### src/rtl/program_loader_pkg.sv
// Shared types and default instruction images for the program loader.
// Boards that need different programs override IMAGE_TABLE / LEN_TABLE on the top.
package loader_pkg;

    localparam int DEF_INSTR_W      = 16;
    localparam int DEF_MAX_LEN      = 16;
    localparam int DEF_NUM_PROGRAMS = 3;
    localparam int DEF_LEN_W        = $clog2(DEF_MAX_LEN + 1);

    typedef enum logic [1:0] {
        IDLE,
        ASSERT,
        WRITE,
        RELEASE
    } state_t;

    typedef logic [DEF_NUM_PROGRAMS-1:0][DEF_MAX_LEN-1:0][DEF_INSTR_W-1:0] image_t;
    typedef logic [DEF_NUM_PROGRAMS-1:0][DEF_LEN_W-1:0] len_table_t;

    // Program 0 is the LED chaser, 1 a short counter, 2 a fixed bit pattern.
    function automatic image_t build_default_image();
        image_t img;
        img = '0;
        img[0][0]  = 16'h2021;
        img[0][1]  = 16'h0022;
        img[0][2]  = 16'h0023;
        img[0][3]  = 16'h202b;
        img[0][4]  = 16'hfad0;
        img[0][5]  = 16'h5200;
        img[0][6]  = 16'h102b;
        img[0][7]  = 16'h00da;
        img[0][8]  = 16'h0132;
        img[0][9]  = 16'h0133;
        img[0][10] = 16'h0a60;
        img[0][11] = 16'hf6e7;
        img[0][12] = 16'hfee7;
        img[1][0]  = 16'h2001;
        img[1][1]  = 16'h3011;
        img[1][2]  = 16'h0a60;
        img[1][3]  = 16'h2111;
        img[1][4]  = 16'h0a61;
        img[1][5]  = 16'hf8e7;
        img[1][6]  = 16'hfee7;
        img[2][0]  = 16'h00ff;
        img[2][1]  = 16'hff00;
        img[2][2]  = 16'h0f0f;
        img[2][3]  = 16'hf0f0;
        img[2][4]  = 16'h3333;
        img[2][5]  = 16'hcccc;
        img[2][6]  = 16'h5555;
        img[2][7]  = 16'haaaa;
        return img;
    endfunction

    localparam image_t DEFAULT_IMAGE = build_default_image();

    localparam len_table_t DEFAULT_LEN = {
        DEF_LEN_W'(8),
        DEF_LEN_W'(7),
        DEF_LEN_W'(13)
    };

endpackage

### src/rtl/program_loader_if.sv
// Selection inputs, CPU instruction-memory write port and status of the loader.
interface program_loader_if #(
    parameter int SEL_W   = 8,
    parameter int IDX_W   = 8,
    parameter int INSTR_W = 16
);

    logic [SEL_W-1:0]   select;
    logic               load;
    logic               cpu_reset;
    logic               wr_en;
    logic [IDX_W-1:0]   wr_index;
    logic [INSTR_W-1:0] wr_data;
    logic               busy;
    logic               done;
    logic               error;
    logic [SEL_W-1:0]   loaded;
    logic               loaded_valid;

    modport master (
        input  select,
        input  load,
        output cpu_reset,
        output wr_en,
        output wr_index,
        output wr_data,
        output busy,
        output done,
        output error,
        output loaded,
        output loaded_valid
    );

    modport slave (
        output select,
        output load,
        input  cpu_reset,
        input  wr_en,
        input  wr_index,
        input  wr_data,
        input  busy,
        input  done,
        input  error,
        input  loaded,
        input  loaded_valid
    );

endinterface

### src/rtl/program_loader_rom.sv
// Combinational image lookup: (program, word number) -> (instruction word, program length).
// Out-of-range program or word numbers read as zero.
module program_rom
    import loader_pkg::*;
#(
    parameter int INSTR_W      = 16,
    parameter int SEL_W        = 8,
    parameter int NUM_PROGRAMS = 3,
    parameter int MAX_LEN      = 16,
    parameter logic [NUM_PROGRAMS-1:0][MAX_LEN-1:0][INSTR_W-1:0] IMAGE_TABLE = DEFAULT_IMAGE,
    parameter logic [NUM_PROGRAMS-1:0][$clog2(MAX_LEN+1)-1:0]    LEN_TABLE   = DEFAULT_LEN
) (
    input  logic [SEL_W-1:0]             prog,
    input  logic [$clog2(MAX_LEN+1)-1:0] k,
    output logic [INSTR_W-1:0]           word,
    output logic [$clog2(MAX_LEN+1)-1:0] len
);

    localparam int KW = $clog2(MAX_LEN + 1);

    always_comb begin
        word = '0;
        len  = '0;
        for (int p = 0; p < NUM_PROGRAMS; p++) begin
            if (prog == SEL_W'(p)) begin
                len = LEN_TABLE[p];
                for (int w = 0; w < MAX_LEN; w++) begin
                    if (k == KW'(w)) begin
                        word = IMAGE_TABLE[p][w];
                    end
                end
            end
        end
    end

endmodule

### src/rtl/program_loader.sv
// Copies a selected instruction image into CPU instruction memory while holding the CPU in reset.
// All outputs are registered; the next-state logic computes their next values one cycle ahead.
module program_loader
    import loader_pkg::*;
#(
    parameter int INSTR_W      = 16,
    parameter int IDX_W        = 8,
    parameter int SEL_W        = 8,
    parameter int NUM_PROGRAMS = 3,
    parameter int MAX_LEN      = 16,
    parameter int BASE_INDEX   = 10,
    parameter int AUTO_RELOAD  = 1,
    parameter logic [NUM_PROGRAMS-1:0][MAX_LEN-1:0][INSTR_W-1:0] IMAGE_TABLE = DEFAULT_IMAGE,
    parameter logic [NUM_PROGRAMS-1:0][$clog2(MAX_LEN+1)-1:0]    LEN_TABLE   = DEFAULT_LEN
) (
    input logic              clk,
    input logic              reset,
    program_loader_if.master bus
);

    localparam int KW = $clog2(MAX_LEN + 1);

    if (BASE_INDEX + MAX_LEN > (1 << IDX_W)) begin : g_index_range_check
        $error("program_loader: BASE_INDEX + MAX_LEN exceeds the instruction index range");
    end

    for (genvar i = 0; i < NUM_PROGRAMS; i++) begin : g_len_check
        if (int'(LEN_TABLE[i]) > MAX_LEN) begin : g_len_too_long
            $error("program_loader: LEN_TABLE entry exceeds MAX_LEN");
        end
    end

    state_t             state, state_next;
    logic [SEL_W-1:0]   prog, prog_next;
    logic [KW-1:0]      k, k_next;
    logic [KW-1:0]      len_q, len_next;
    logic [SEL_W-1:0]   sel_prev;
    logic               err_armed, err_armed_next;

    logic               cpu_reset, cpu_reset_next;
    logic               wr_en, wr_en_next;
    logic [IDX_W-1:0]   wr_index, wr_index_next;
    logic [INSTR_W-1:0] wr_data, wr_data_next;
    logic               busy, busy_next;
    logic               done, done_next;
    logic               error, error_next;
    logic [SEL_W-1:0]   loaded, loaded_next;
    logic               loaded_valid, loaded_valid_next;

    logic [INSTR_W-1:0] rom_word;
    logic [KW-1:0]      rom_len;
    logic               sel_valid;
    logic               sel_changed;
    logic               mismatch;
    logic               armed_now;

    program_rom #(
        .INSTR_W      (INSTR_W),
        .SEL_W        (SEL_W),
        .NUM_PROGRAMS (NUM_PROGRAMS),
        .MAX_LEN      (MAX_LEN),
        .IMAGE_TABLE  (IMAGE_TABLE),
        .LEN_TABLE    (LEN_TABLE)
    ) rom (
        .prog (prog),
        .k    (k),
        .word (rom_word),
        .len  (rom_len)
    );

    assign sel_valid   = ({1'b0, bus.select} < (SEL_W + 1)'(NUM_PROGRAMS));
    assign sel_changed = (bus.select != sel_prev);
    assign mismatch    = (AUTO_RELOAD != 0) && (!loaded_valid || (bus.select != loaded));
    // An invalid auto-mismatch reports once, and again only after select moves.
    assign armed_now   = err_armed || sel_changed;

    always_ff @(posedge clk) begin
        if (reset) begin
            state        <= IDLE;
            prog         <= '0;
            k            <= '0;
            len_q        <= '0;
            sel_prev     <= '0;
            err_armed    <= 1'b1;
            cpu_reset    <= 1'b0;
            wr_en        <= 1'b0;
            wr_index     <= '0;
            wr_data      <= '0;
            busy         <= 1'b0;
            done         <= 1'b0;
            error        <= 1'b0;
            loaded       <= '0;
            loaded_valid <= 1'b0;
        end else begin
            state        <= state_next;
            prog         <= prog_next;
            k            <= k_next;
            len_q        <= len_next;
            sel_prev     <= bus.select;
            err_armed    <= err_armed_next;
            cpu_reset    <= cpu_reset_next;
            wr_en        <= wr_en_next;
            wr_index     <= wr_index_next;
            wr_data      <= wr_data_next;
            busy         <= busy_next;
            done         <= done_next;
            error        <= error_next;
            loaded       <= loaded_next;
            loaded_valid <= loaded_valid_next;
        end
    end

    always_comb begin
        state_next        = state;
        prog_next         = prog;
        k_next            = k;
        len_next          = len_q;
        err_armed_next    = armed_now;
        cpu_reset_next    = cpu_reset;
        wr_en_next        = 1'b0;
        wr_index_next     = '0;
        wr_data_next      = '0;
        busy_next         = busy;
        done_next         = 1'b0;
        error_next        = 1'b0;
        loaded_next       = loaded;
        loaded_valid_next = loaded_valid;

        case (state)
            IDLE: begin
                cpu_reset_next = 1'b0;
                busy_next      = 1'b0;
                k_next         = '0;
                if (bus.load || mismatch) begin
                    if (sel_valid) begin
                        prog_next      = bus.select;
                        state_next     = ASSERT;
                        cpu_reset_next = 1'b1;
                        busy_next      = 1'b1;
                    end else begin
                        if (bus.load || armed_now) begin
                            error_next = 1'b1;
                        end
                        if (mismatch) begin
                            err_armed_next = 1'b0;
                        end
                    end
                end
            end

            ASSERT: begin
                len_next = rom_len;
                if (rom_len != '0) begin
                    wr_en_next    = 1'b1;
                    wr_index_next = IDX_W'(BASE_INDEX) + IDX_W'(k);
                    wr_data_next  = rom_word;
                    k_next        = k + KW'(1);
                    state_next    = WRITE;
                end else begin
                    done_next         = 1'b1;
                    loaded_next       = prog;
                    loaded_valid_next = 1'b1;
                    state_next        = RELEASE;
                end
            end

            WRITE: begin
                if (k == len_q) begin
                    done_next         = 1'b1;
                    loaded_next       = prog;
                    loaded_valid_next = 1'b1;
                    state_next        = RELEASE;
                end else begin
                    wr_en_next    = 1'b1;
                    wr_index_next = IDX_W'(BASE_INDEX) + IDX_W'(k);
                    wr_data_next  = rom_word;
                    k_next        = k + KW'(1);
                end
            end

            RELEASE: begin
                cpu_reset_next = 1'b0;
                busy_next      = 1'b0;
                state_next     = IDLE;
            end

            default: begin
                state_next = IDLE;
            end
        endcase
    end

    assign bus.cpu_reset    = cpu_reset;
    assign bus.wr_en        = wr_en;
    assign bus.wr_index     = wr_index;
    assign bus.wr_data      = wr_data;
    assign bus.busy         = busy;
    assign bus.done         = done;
    assign bus.error        = error;
    assign bus.loaded       = loaded;
    assign bus.loaded_valid = loaded_valid;

endmodule

### src/flat_wrapper.sv
// flat-port wrapper written by rule: the top's interface ports become plain ports
module program_loader_flat import loader_pkg::*;
#(
    parameter int INSTR_W      = 16,
    parameter int IDX_W        = 8,
    parameter int SEL_W        = 8,
    parameter int NUM_PROGRAMS = 3,
    parameter int MAX_LEN      = 16,
    parameter int BASE_INDEX   = 10,
    parameter int AUTO_RELOAD  = 1,
    parameter logic [NUM_PROGRAMS-1:0][MAX_LEN-1:0][INSTR_W-1:0] IMAGE_TABLE = DEFAULT_IMAGE,
    parameter logic [NUM_PROGRAMS-1:0][$clog2(MAX_LEN+1)-1:0]    LEN_TABLE   = DEFAULT_LEN
)
  (clk, reset, bus_select, bus_load, bus_cpu_reset, bus_wr_en, bus_wr_index, bus_wr_data, bus_busy, bus_done, bus_error, bus_loaded, bus_loaded_valid);
  program_loader_if #(.SEL_W(SEL_W), .IDX_W(IDX_W), .INSTR_W(INSTR_W)) bus_i ();
  input logic clk;
  input logic reset;
  input wire logic [$bits(bus_i.select)-1:0] bus_select;
  input wire logic [$bits(bus_i.load)-1:0] bus_load;
  output wire logic [$bits(bus_i.cpu_reset)-1:0] bus_cpu_reset;
  output wire logic [$bits(bus_i.wr_en)-1:0] bus_wr_en;
  output wire logic [$bits(bus_i.wr_index)-1:0] bus_wr_index;
  output wire logic [$bits(bus_i.wr_data)-1:0] bus_wr_data;
  output wire logic [$bits(bus_i.busy)-1:0] bus_busy;
  output wire logic [$bits(bus_i.done)-1:0] bus_done;
  output wire logic [$bits(bus_i.error)-1:0] bus_error;
  output wire logic [$bits(bus_i.loaded)-1:0] bus_loaded;
  output wire logic [$bits(bus_i.loaded_valid)-1:0] bus_loaded_valid;
  assign bus_i.select = bus_select;
  assign bus_i.load = bus_load;
  assign bus_cpu_reset = bus_i.cpu_reset;
  assign bus_wr_en = bus_i.wr_en;
  assign bus_wr_index = bus_i.wr_index;
  assign bus_wr_data = bus_i.wr_data;
  assign bus_busy = bus_i.busy;
  assign bus_done = bus_i.done;
  assign bus_error = bus_i.error;
  assign bus_loaded = bus_i.loaded;
  assign bus_loaded_valid = bus_i.loaded_valid;
  program_loader #(.INSTR_W(INSTR_W), .IDX_W(IDX_W), .SEL_W(SEL_W), .NUM_PROGRAMS(NUM_PROGRAMS), .MAX_LEN(MAX_LEN), .BASE_INDEX(BASE_INDEX), .AUTO_RELOAD(AUTO_RELOAD), .IMAGE_TABLE(IMAGE_TABLE), .LEN_TABLE(LEN_TABLE)) u_core (.clk(clk), .reset(reset), .bus(bus_i));
endmodule
### config.mk
export PLATFORM = sky130hd
export DESIGN_NAME = program_loader_flat
export DESIGN_NICKNAME = d
export VERILOG_FILES = /design/src/rtl/program_loader_pkg.sv /design/src/rtl/program_loader_if.sv /design/src/rtl/program_loader_rom.sv /design/src/rtl/program_loader.sv /design/src/flat_wrapper.sv
export SDC_FILE = /design/constraint.sdc
export NUM_CORES = 1
export LEC_CHECK = 0
export CORE_MARGIN = 2
export CORE_UTILIZATION = 50
export DETAILED_ROUTE_END_ITERATION = 16
export PLACE_DENSITY_LB_ADDON = 0.15
export SKIP_CTS_REPAIR_TIMING = 1
export SLEW_MARGIN = 20
export SYNTH_ARGS = -nofsm -noshare
export SYNTH_HDL_FRONTEND = slang
export SYNTH_SLANG_ARGS = --single-unit
### constraint.sdc
create_clock -name clk -period 4.7 [get_ports clk]
set_clock_uncertainty 0.1 [all_clocks]
set_input_delay 0.94 -clock clk [delete_from_list [all_inputs] [get_ports clk]]
set_output_delay 0.94 -clock clk [all_outputs]
set_load 0.01 [all_outputs]
==> results of run 1 <==
-- through the flow --
step / setup WS [ns] / instances / area [µm²]
after global routing: 1.32 / 576 / 4280
after CTS: 1.60 / 576 / 4280
after floorplan: 2.11 / 446 / 3650
after global placement: 1.43 / 560 / 4080
after detailed placement: 1.37 / 560 / 4080
final: 1.48 / 576 / 4280
-- path summary, 6_finish.rpt --
check	cells past startpoint	startpoint	slack (ns)	endpoint
worst max-delay path	7	u_core.k[0]	1.48	u_core.bus.wr_data[6]
worst min-delay path	2	u_core.bus.loaded_valid	0.39	u_core.bus.loaded_valid
worst max register to register	7	u_core.k[0]	1.48	u_core.bus.wr_data[6]
worst min register to register	2	u_core.bus.loaded_valid	0.39	u_core.bus.loaded_valid
-- synth_stat cells (all sizes together) (3+ instances only) --
master,instances,area share [%]
a211oi,3,0.89
nand3,14,2.1
nand2b,8,1.4
nand3b,3,0.62
nor4,4,1.5
mux2i,10,2.7
o21ai,33,4.5
nand2,35,3.8
a22oi,3,0.62
a31oi,11,1.9
clkbuf,17,1.7
o211ai,5,1.0
nor2b,15,2.6
a21boi,4,0.93
nand4,4,0.69
o21a,3,0.62
xnor2,16,3.8
ha,11,3.8
and2,13,2.2
nor3,12,1.8
dfxtp,62,34
a21o,4,0.82
buf,16,3.0
nor2,44,4.6
o31ai,4,0.82
or3,5,0.86
a21oi,36,4.9
xor2,3,0.72
o2111ai,3,0.72
inv,10,1.0
-- layer usage --
metal | global-route usage (%) | wire (µm)
met3 | 6.00 | 849
met5 | 0 | 0
met1 | 33.3 | 4130
met2 | 41.0 | 4600
met4 | 16.4 | 471
-- area by class of cell --
type | count | area [µm²] | area share, %
Clock buffer | 9 | 124 | 2.90
Multi-Input combinational cell | 341 | 2200 | 51.5
Timing Repair Buffer | 48 | 475 | 11.1
Tap cell | 99 | 124 | 2.90
Inverter | 10 | 37.5 | 0.878
Sequential cell | 62 | 1240 | 29.0
Clock inverter | 7 | 73.8 | 1.73
-- registers in the layout, summed over array words and instances (netlist names) --
signal	flops
u_core.len_q	3
u_core.bus.busy	1
u_core.prog	8
u_core.bus.error	1
u_core.bus.loaded_valid	1
u_core.bus.wr_data	16
u_core.sel_prev	8
u_core.bus.loaded	8
u_core.bus.wr_index	6
u_core.err_armed	1
u_core.bus.done	1
u_core.state	2
u_core.k	5
u_core.bus.wr_en	1
-- cells by family (layout without fill, tap and decap cells) --
logic type	count (synthesis)	after routing	synth area share, %
AOI/OAI and AO/OA	129	129	23.7
xor gates and xnor gates	19	19	4.56
adders and majority gates	11	11	3.77
buffers and inverters	43	74	5.73
DFF	62	62	34.0
muxes	10	10	2.74
other	1	2	0.103
and+or+nand+nor	170	170	25.4
-- report_power, final --
part / internal, mW / leakage, nW / switching (mW)
Clock: 0.246 / 0.0996 / 0.236
Sequential: 0.530 / 0.502 / 0.00251
Combinational: 0.0234 / 0.975 / 0.0246
-- worst register-to-register path, cell delays in order, from the launching register on --
cell      delay (ns)
dfxtp_1         0.45
inv_1           0.13
ha_1            0.52
o311a_1         0.62
nor4b_4         0.55
and2_1          0.40
nand2_2         0.15
a311oi_2        0.22
==> qor_table.md, run 1 <==
| Stage | Metric | Value |
|---|---|---|
| outcome | Status | complete, no violations |
| sta | Final setup fails | 0 |
| critical path | Maximum fanout encountered on the critical timing path | 24 |
| logic synthesis | Post-Synthesis Cell Area | 3650 µm² |
| floorplan | Horiz. Die Dim | 89.4 µm |
| logic synthesis | Cells after Synth | 445 |
| logic synthesis | Most used flip-flop cell after synthesis | dfxtp_1 |
| routing | First-pass DRT Iterations | 5 |
| sta | Post-Route Hold Slack | 0.387 ns |
| critical path | Critical Path RT | 4.87 ns |
| grt | GRT Residual Overflow | 0 |
| grt | Maximum number of pins on one net before global-route repair | 36 |
| sta | Max frequency | 311 MHz |
| floorplan | Effective utilization at floorplan | 50.8% |
| logic synthesis | Share of synthesized area occupied by flip-flops and latches | 34.0% |
| grt | Vias in the first global route | 3399 |
| final layout | Filler cell count | 646 |
| pwr | Leakage power total | 1.58 nW |
| sta | Number of max-slew violations in the final report | 0 |
| final layout | Post-Route Utilization | 59.6% |
| final layout | Share of layout cells above drive strength 1 | 8.60% |
| floorplan | Number of standard-cell rows in the floorplan | 31 |
| critical path | Endpoint type of the worst setup path | flip-flop |
| place | Last weighted congestion value of the routability-driven placer | 0.962 |
| routing | Vias after detailed routing | 3500 |
| cts | Number of CTS-inserted buffers | 9 |
| routing | Final wirelength | 10.1 mm |
| critical path | CP delay by family, top | simple AND/OR/NAND/NOR gates |
| logic synthesis | Cell variety after synth | 72 |
| sta | Fin Setup TNS | 0 ns |
| cts | Reg clk slew, reported paths | 0.08 ns |
| cts | Library cell used as clock root buffer | clkbuf_8 |
| floorplan | Area of the core | 7180 µm² |
| floorplan | Die outline height | 89.4 µm |
| critical path | Standard cell with the maximum stage delay on the critical path | o311a_1 |
| logic synthesis | Proportion of register bits with asynchronous set or reset after synthesis | 0% |
| grt | GRT Total Usage | 26.5% |
| critical path | Worst Path Arrival | 3.38 ns |
| cts | TritonCTS Sinks | 62 |
| final layout | Total Nets Final | 494 |
| logic synthesis | Count of state elements after synthesis | 62 |
| routing | Routed via count divided by cell count | 6.08 |
| place | Post-DP HPWL | 6.93 mm |
| logic synthesis | Average instance area after synthesis | 8.20 µm² |
| logic synthesis | EDFF count, synth | 0 |
| final layout | Most used cells in the layout excluding fill and tap cells | 62 x dfxtp_1, 46 x clkdlybuf4s50_1, 43 x nor2_1 |
| grt | Wire length of the first global-routing pass | 16.4 mm |
| critical path | Critical path cell sequence | inv_1 -> ha_1 -> o311a_1 -> nor4b_4 -> and2_1 -> nand2_2 -> a311oi_2 |
| place | Number of buffer cells added on primary ports | 46 |
| cts | CTS tree | built |
| final layout | Most frequent standard cell in the layout excluding fill and tap cells | dfxtp_1 |
| logic synthesis | Warnings, synthesis | 0 |
| cts | CTS H-Tree Depth | 3 |
| sta | Fin crit period | 3.22 ns |
| critical path | Kind of critical path | flip-flop to flip-flop |
| sta | Slew at the pin closest to its max-slew limit | 0.968 ns |
| sta | Share of the clock period used by the worst path after layout | 68.5% |
| sta | Number of failing hold endpoints at the final stage | 0 |
| pwr | Pwr Total | 1.06 mW |
| pwr | Cell Pwr Density | 249 nW/µm² |
| critical path | Buf/Inv on CP | 1 |
| routing | Remaining DRCs | 0 |
| sta | RSZ-0062 raised after global routing | no |
| hold path | Worst hold path type | flip-flop to flip-flop |
| routing | Average wire per standard cell | 17.4 µm |
| cts | Bufs on Longest Clock Path | 2 |
| grt | Initial antenna violation count | 0 |
| final layout | Layout-stage area growth over the synthesis result | 17.3% |
| cts | Clock Latency Late Sink | 0.36 ns |
| routing | Initial drt markers | 264 |
| run | Number of max-capacitance violations reported | 0 |
| floorplan | Die outline area | 7990 µm² |
| sta | Slew headroom | 35.4% |
| final layout | Number of antenna repair diodes | 0 |
| critical path | Kind of launch point of the worst setup path | flip-flop |
| critical path | Slowest Stage Delay on Critical Path | 0.61 ns |
| pwr | Peak supply drop | 129 µV |
| routing | Final ANT Viol Nets | 0 |
| floorplan | I/O pin cnt | 49 |
Note: power is estimated with default switching activity, not from simulation.
==> run 2, diff against run 1 <==
clock period = 3.01 ns   (was 4.7 ns; I/O delays follow)
==> run 2 against run 1 <==
  * Combinational power is 66% higher
  * Worst setup slack worse by 1.1 ns
  * Cell area up 6.4%
  * Critical path depth is 3 higher
  * Critical endpoint unchanged
  * Highest routed layer unchanged
  * Die area stayed put
==> qor_table.md, run 2 (synthesis results as in run 1) <==
| Stage | Metric | Value | vs previous |
|---|---|---|---|
| final layout | Share of layout cells above drive strength 1 | 14.3% | +5.7 points |
| run | Number of max-capacitance violations reported | 0 | unchanged |
| routing | Average wire per standard cell | 17.5 µm | +0.30% |
| sta | RSZ-0062 raised after global routing | no |  |
| grt | GRT Residual Overflow | 0 | unchanged |
| sta | Fin Setup TNS | 0 ns | unchanged |
| sta | Max frequency | 374 MHz | +20% |
| critical path | Slowest Stage Delay on Critical Path | 0.40 ns | -0.21 ns |
| routing | Initial drt markers | 289 | +9.5% |
| final layout | Area used by multi-input combinational logic | 2200 µm² | unchanged |
| critical path | Standard cell with the maximum stage delay on the critical path | and2_1 |  |
| cts | TritonCTS Sinks | 62 | unchanged |
| pwr | Cell Pwr Density | 391 nW/µm² | +57% |
| final layout | Total area of sequential cells | 1240 µm² | unchanged |
| critical path | Worst Path Arrival | 2.84 ns | -0.54 ns |
| cts | CTS H-Tree Depth | 3 | unchanged |
| final layout | Final instance area | 4550 µm² | +6.4% |
| sta | Slew at the pin closest to its max-slew limit | 0.765 ns | -0.204 ns |
| floorplan | Number of standard-cell rows in the floorplan | 31 | unchanged |
| floorplan | Die outline area | 7990 µm² | unchanged |
| sta | Fin crit period | 2.67 ns | -0.544 ns |
| final layout | Layout-stage area growth over the synthesis result | 24.8% |  |
| routing | Final ANT Viol Nets | 0 | unchanged |
| final layout | Most used cells in the layout excluding fill and tap cells | 62 x dfxtp_1, 46 x clkdlybuf4s50_1, 43 x nor2_1 |  |
| floorplan | I/O pin cnt | 49 | unchanged |
| critical path | Kind of launch point of the worst setup path | flip-flop |  |
| final layout | Post-Route Utilization | 63.4% | +3.8 points |
| cts | Bufs on Longest Clock Path | 2 | unchanged |
| final layout | Number of antenna repair diodes | 0 | unchanged |
| routing | Routed via count divided by cell count | 5.88 | -3.2% |
| grt | GRT Total Usage | 28.4% | +1.9 points |
| floorplan | Effective utilization at floorplan | 50.8% | unchanged |
| sta | Final setup fails | 0 | unchanged |
| floorplan | Horiz. Die Dim | 89.4 µm | unchanged |
| critical path | Endpoint type of the worst setup path | flip-flop |  |
| sta | Share of the clock period used by the worst path after layout | 88.8% | +20 points |
| critical path | Critical Path RT | 3.18 ns | -1.69 ns |
| sta | Number of failing hold endpoints at the final stage | 0 | unchanged |
| routing | Final wirelength | 10.6 mm | +5.9% |
| pwr | Peak supply drop | 349 µV | +170% |
| routing | First-pass DRT Iterations | 7 | +2 |
| critical path | Maximum fanout encountered on the critical timing path | 7 | -71% |
| grt | Wire length of the first global-routing pass | 17.2 mm | +5.1% |
| cts | Library cell used as clock root buffer | clkbuf_8 |  |
| floorplan | Die outline height | 89.4 µm | unchanged |
| critical path | Kind of critical path | flip-flop to flip-flop |  |
| final layout | Total Nets Final | 526 | +6.5% |
| critical path | Critical path cell sequence | buf_4 -> ha_1 -> nand2_1 -> nor2_1 -> ha_1 -> o21bai_1 -> nor4b_4 -> and2_1 -> nand2_2 -> a311oi_2 |  |
| place | Number of instances in the placed design | 592 | +5.7% |
| final layout | Fin cells | 608 | +5.6% |
| grt | Initial antenna violation count | 0 | unchanged |
| routing | Remaining DRCs | 0 | unchanged |
| sta | Number of max-slew violations in the final report | 0 | unchanged |
| final layout | Most frequent standard cell in the layout excluding fill and tap cells | dfxtp_1 |  |
| floorplan | Area of the core | 7180 µm² | unchanged |
| cts | Clock Latency Late Sink | 0.36 ns | about the same |
| place | Last weighted congestion value of the routability-driven placer | 0.975 | +1.3% |
| final layout | Flip-flop count of the largest register after layout | 16 | unchanged |
| grt | Maximum number of pins on one net before global-route repair | 35 | -2.8% |
| place | Post-DP HPWL | 7.75 mm | +12% |
| sta | Post-Route Hold Slack | 0.398 ns | +0.0115 ns |
| cts | Reg clk slew, reported paths | 0.08 ns | about the same |
| pwr | Leakage power total | 1.75 nW | +11% |
| critical path | Cell occurring most often along the worst timing path | ha_1 |  |
| routing | Vias after detailed routing | 3575 | +2.1% |
| cts | CTS tree | built |  |
| final layout | Top reg by flops | u_core.bus.wr_data |  |
| outcome | Status | complete, no violations |  |
| final layout | Filler cell count | 637 | -1.4% |
| place | Post-placement cell area | 4320 µm² | +5.9% |
| cts | Number of CTS-inserted buffers | 9 | unchanged |
| sta | Slew headroom | 48.4% | +13 points |
| hold path | Worst hold path type | flip-flop to flip-flop |  |
| grt | Vias in the first global route | 3358 | -1.2% |
| place | Number of buffer cells added on primary ports | 46 | unchanged |
## run 2: cell count changes in the layout (fill, tap and decap cells not counted)
cell        previous run  this run
inv_8                  0         1
clkinvlp_4             1         0
clkinv_2               2         1
buf_4                  2        34
inv_6                  1         0
bufinv_16              1         2
clkbuf_8               9        10
## run 2: worst max-delay path: cells and delay by family (launching register included)
family,cells,cell delay (ns)
fa+ha+maj,2,0.47
buf+inv,1,0.16
compound gates,2,0.52
flops,1,0.31
simple gates,5,1.03
## run 2: cell type report
type | instances | area share [%]
clock inverter | 6 | 2.06
multi-input combinational | 341 | 48.4
inverter | 10 | 0.825
clock buffer | 10 | 3.02
tap | 99 | 2.72
timing repair buffer | 80 | 15.7
sequential | 62 | 27.3
## run 2: metal layers
metal,vias to the layer above,part of all wire [%],global-route usage (%)
met2,174,48,45.6
li1,1706,-,-
met5,-,0,0
met3,30,5.8,6.09
met1,1665,43,36.7
met4,0,3.8,12.6
## run 2: path summary, 6_finish.rpt
check	start	to	slack, ns	depth (start not counted)
min reg2reg	u_core.bus.loaded_valid	u_core.bus.loaded_valid	0.40	2
min	u_core.bus.loaded_valid	u_core.bus.loaded_valid	0.40	2
max	u_core.k[1]	u_core.bus.wr_data[6]	0.34	10
max reg2reg	u_core.k[1]	u_core.bus.wr_data[6]	0.34	10
## run 2: stage by stage
| step | worst slack [ns] | total power, mW |
|---|---|---|
| after floorplan | 0.523 | 0.896 |
| after global placement | 0.178 | 0.931 |
| after detailed placement | 0.130 | 0.931 |
| after CTS | 0.405 | 1.79 |
| after global routing | 0.184 | 1.83 |
| final | 0.337 | 1.78 |
## run 2: report_power, final
group / internal, mW / total, mW / switching (mW) / leakage (nW)
registers: 0.828 / 0.832 / 0.00421 / 0.502
clock network: 0.496 / 0.866 / 0.370 / 0.118
logic: 0.0411 / 0.0797 / 0.0386 / 1.13
==> run 3, diff against run 2 <==
--- a/constraint.sdc
+++ b/constraint.sdc
@@ -3,3 +3,3 @@
 set_input_delay 0.602 -clock clk [delete_from_list [all_inputs] [get_ports clk]]
 set_output_delay 0.602 -clock clk [all_outputs]
-set_load 0.01 [all_outputs]
+set_load 0.02 [all_outputs]
==> results of run 3 <==
The final DEF is identical to that of run 2. Status: complete, no violations.
==> edit: new RTL, flow settings as in run 1 <==
`AUTO_RELOAD` is set to 1 in 2 places; all go to 0.
--- a/src/rtl/program_loader.sv
+++ b/src/rtl/program_loader.sv
@@ -10,5 +10,5 @@
     parameter int MAX_LEN      = 16,
     parameter int BASE_INDEX   = 10,
-    parameter int AUTO_RELOAD  = 1,
+    parameter int AUTO_RELOAD  = 0,
     parameter logic [NUM_PROGRAMS-1:0][MAX_LEN-1:0][INSTR_W-1:0] IMAGE_TABLE = DEFAULT_IMAGE,
     parameter logic [NUM_PROGRAMS-1:0][$clog2(MAX_LEN+1)-1:0]    LEN_TABLE   = DEFAULT_LEN
--- a/src/flat_wrapper.sv
+++ b/src/flat_wrapper.sv
@@ -8,5 +8,5 @@
     parameter int MAX_LEN      = 16,
     parameter int BASE_INDEX   = 10,
-    parameter int AUTO_RELOAD  = 1,
+    parameter int AUTO_RELOAD  = 0,
     parameter logic [NUM_PROGRAMS-1:0][MAX_LEN-1:0][INSTR_W-1:0] IMAGE_TABLE = DEFAULT_IMAGE,
     parameter logic [NUM_PROGRAMS-1:0][$clog2(MAX_LEN+1)-1:0]    LEN_TABLE   = DEFAULT_LEN
Formal check against the unedited RTL: not equivalent (a bounded check fails within 4 cycles, from zero or initial values and one cycle with reset high).
==> edit against run 1 <==
Routed wire length shrank 7.8%. Sequential cell count down 9. Critical path type unchanged. Final area down 14%. Worst setup slack better by 0.13 ns. Non-clock buffer count unchanged. Largest cell class unchanged. Area after synthesis decreased by 14%.
Power is not compared: it rests on default switching activity, and its combinational part moved more than twofold at a synthesized area within 25%.
==> edit: results (changes against run 1) <==
- Most instantiated cells after synthesis: 53 x dfxtp_1, 43 x nor2_1, 37 x nand2_1
- Multi-input combinational area share: 51.6% (+0.18 points)
- Worst reg-to-reg path cell count: 8 (+1)
- Outcome: finished, final reports clean
- Met1 usage in global routing: 32.2% (-1.0 points)
- CP peak stage delay: 0.51 ns (-0.10 ns)
- Depth of the CTS H-tree: 2 (-1)
- Drt first-iter violations: 420 (+59%)
- Clk_lat worst skew: 0.32 ns (-0.04 ns)
- Seq_cells: 53 (-15%)
- Pin count of the biggest net entering global routing: 32 (-11%)
- Grt met2 use: 46.7% (+5.7 points)
- Total CTS buffers: 5 (-4)
- Synthesized instance count: 394 (-11%)
- Met3 routed WL: 468 µm (-45%)
- Unique cell type count in the Yosys netlist: 68 (-5.6%)
- Final Cell Area: 3690 µm² (-14%)
- Synth top area cells: dfxtp_1 34%, nor2_1 5.1%, mux2i_1 4.8%, nand2_1 4.4%, ha_1 4.4%
- Slowest CP cell: dfxtp_1
- Post-DP Area: 3590 µm² (-12%)
- Comb_multi_in: 301 (-12%)
- Reg2reg start: u_core.k[1]
- Vias in the first global route: 2984 (-12%)
- GRT Util Overall: 26.3% (-0.21 points)
- Post-Syn Area: 3150 µm² (-14%)
- Buffering overhead: 12.9% (+1.8 points)
- Inst Count DP: 491 (-12%)
## edit: changes by cell type after synthesis, sizes merged, moves of 4 or more
cell and delta:
o21ai -17, xnor2 -15, dfxtp -9, nor2b -9, a21oi -8, a211oi +6, o22ai +6, buf -5
mux2i +5, inv +4, o211ai -4
## edit: tightest hold or removal path, stage by stage (launching register included)
cell and delay (ns):
dfxtp_1 0.33, inv_1 0.05, a21oi_1 0.05
## edit: kinds of logic (layout without fill, tap and decap cells)
family | Yosys count | after routing | synth area share, %
other | 1 | 2 | 0.119
buffers and inverters | 41 | 70 | 5.92
AO/OA/AOI/OAI | 103 | 103 | 22.5
XOR/XNOR | 3 | 3 | 0.835
AND/OR/NAND/NOR | 167 | 167 | 27.7
multiplexers | 15 | 15 | 4.77
flip-flops | 53 | 53 | 33.7
adder cells (fa/ha/maj) | 11 | 11 | 4.37
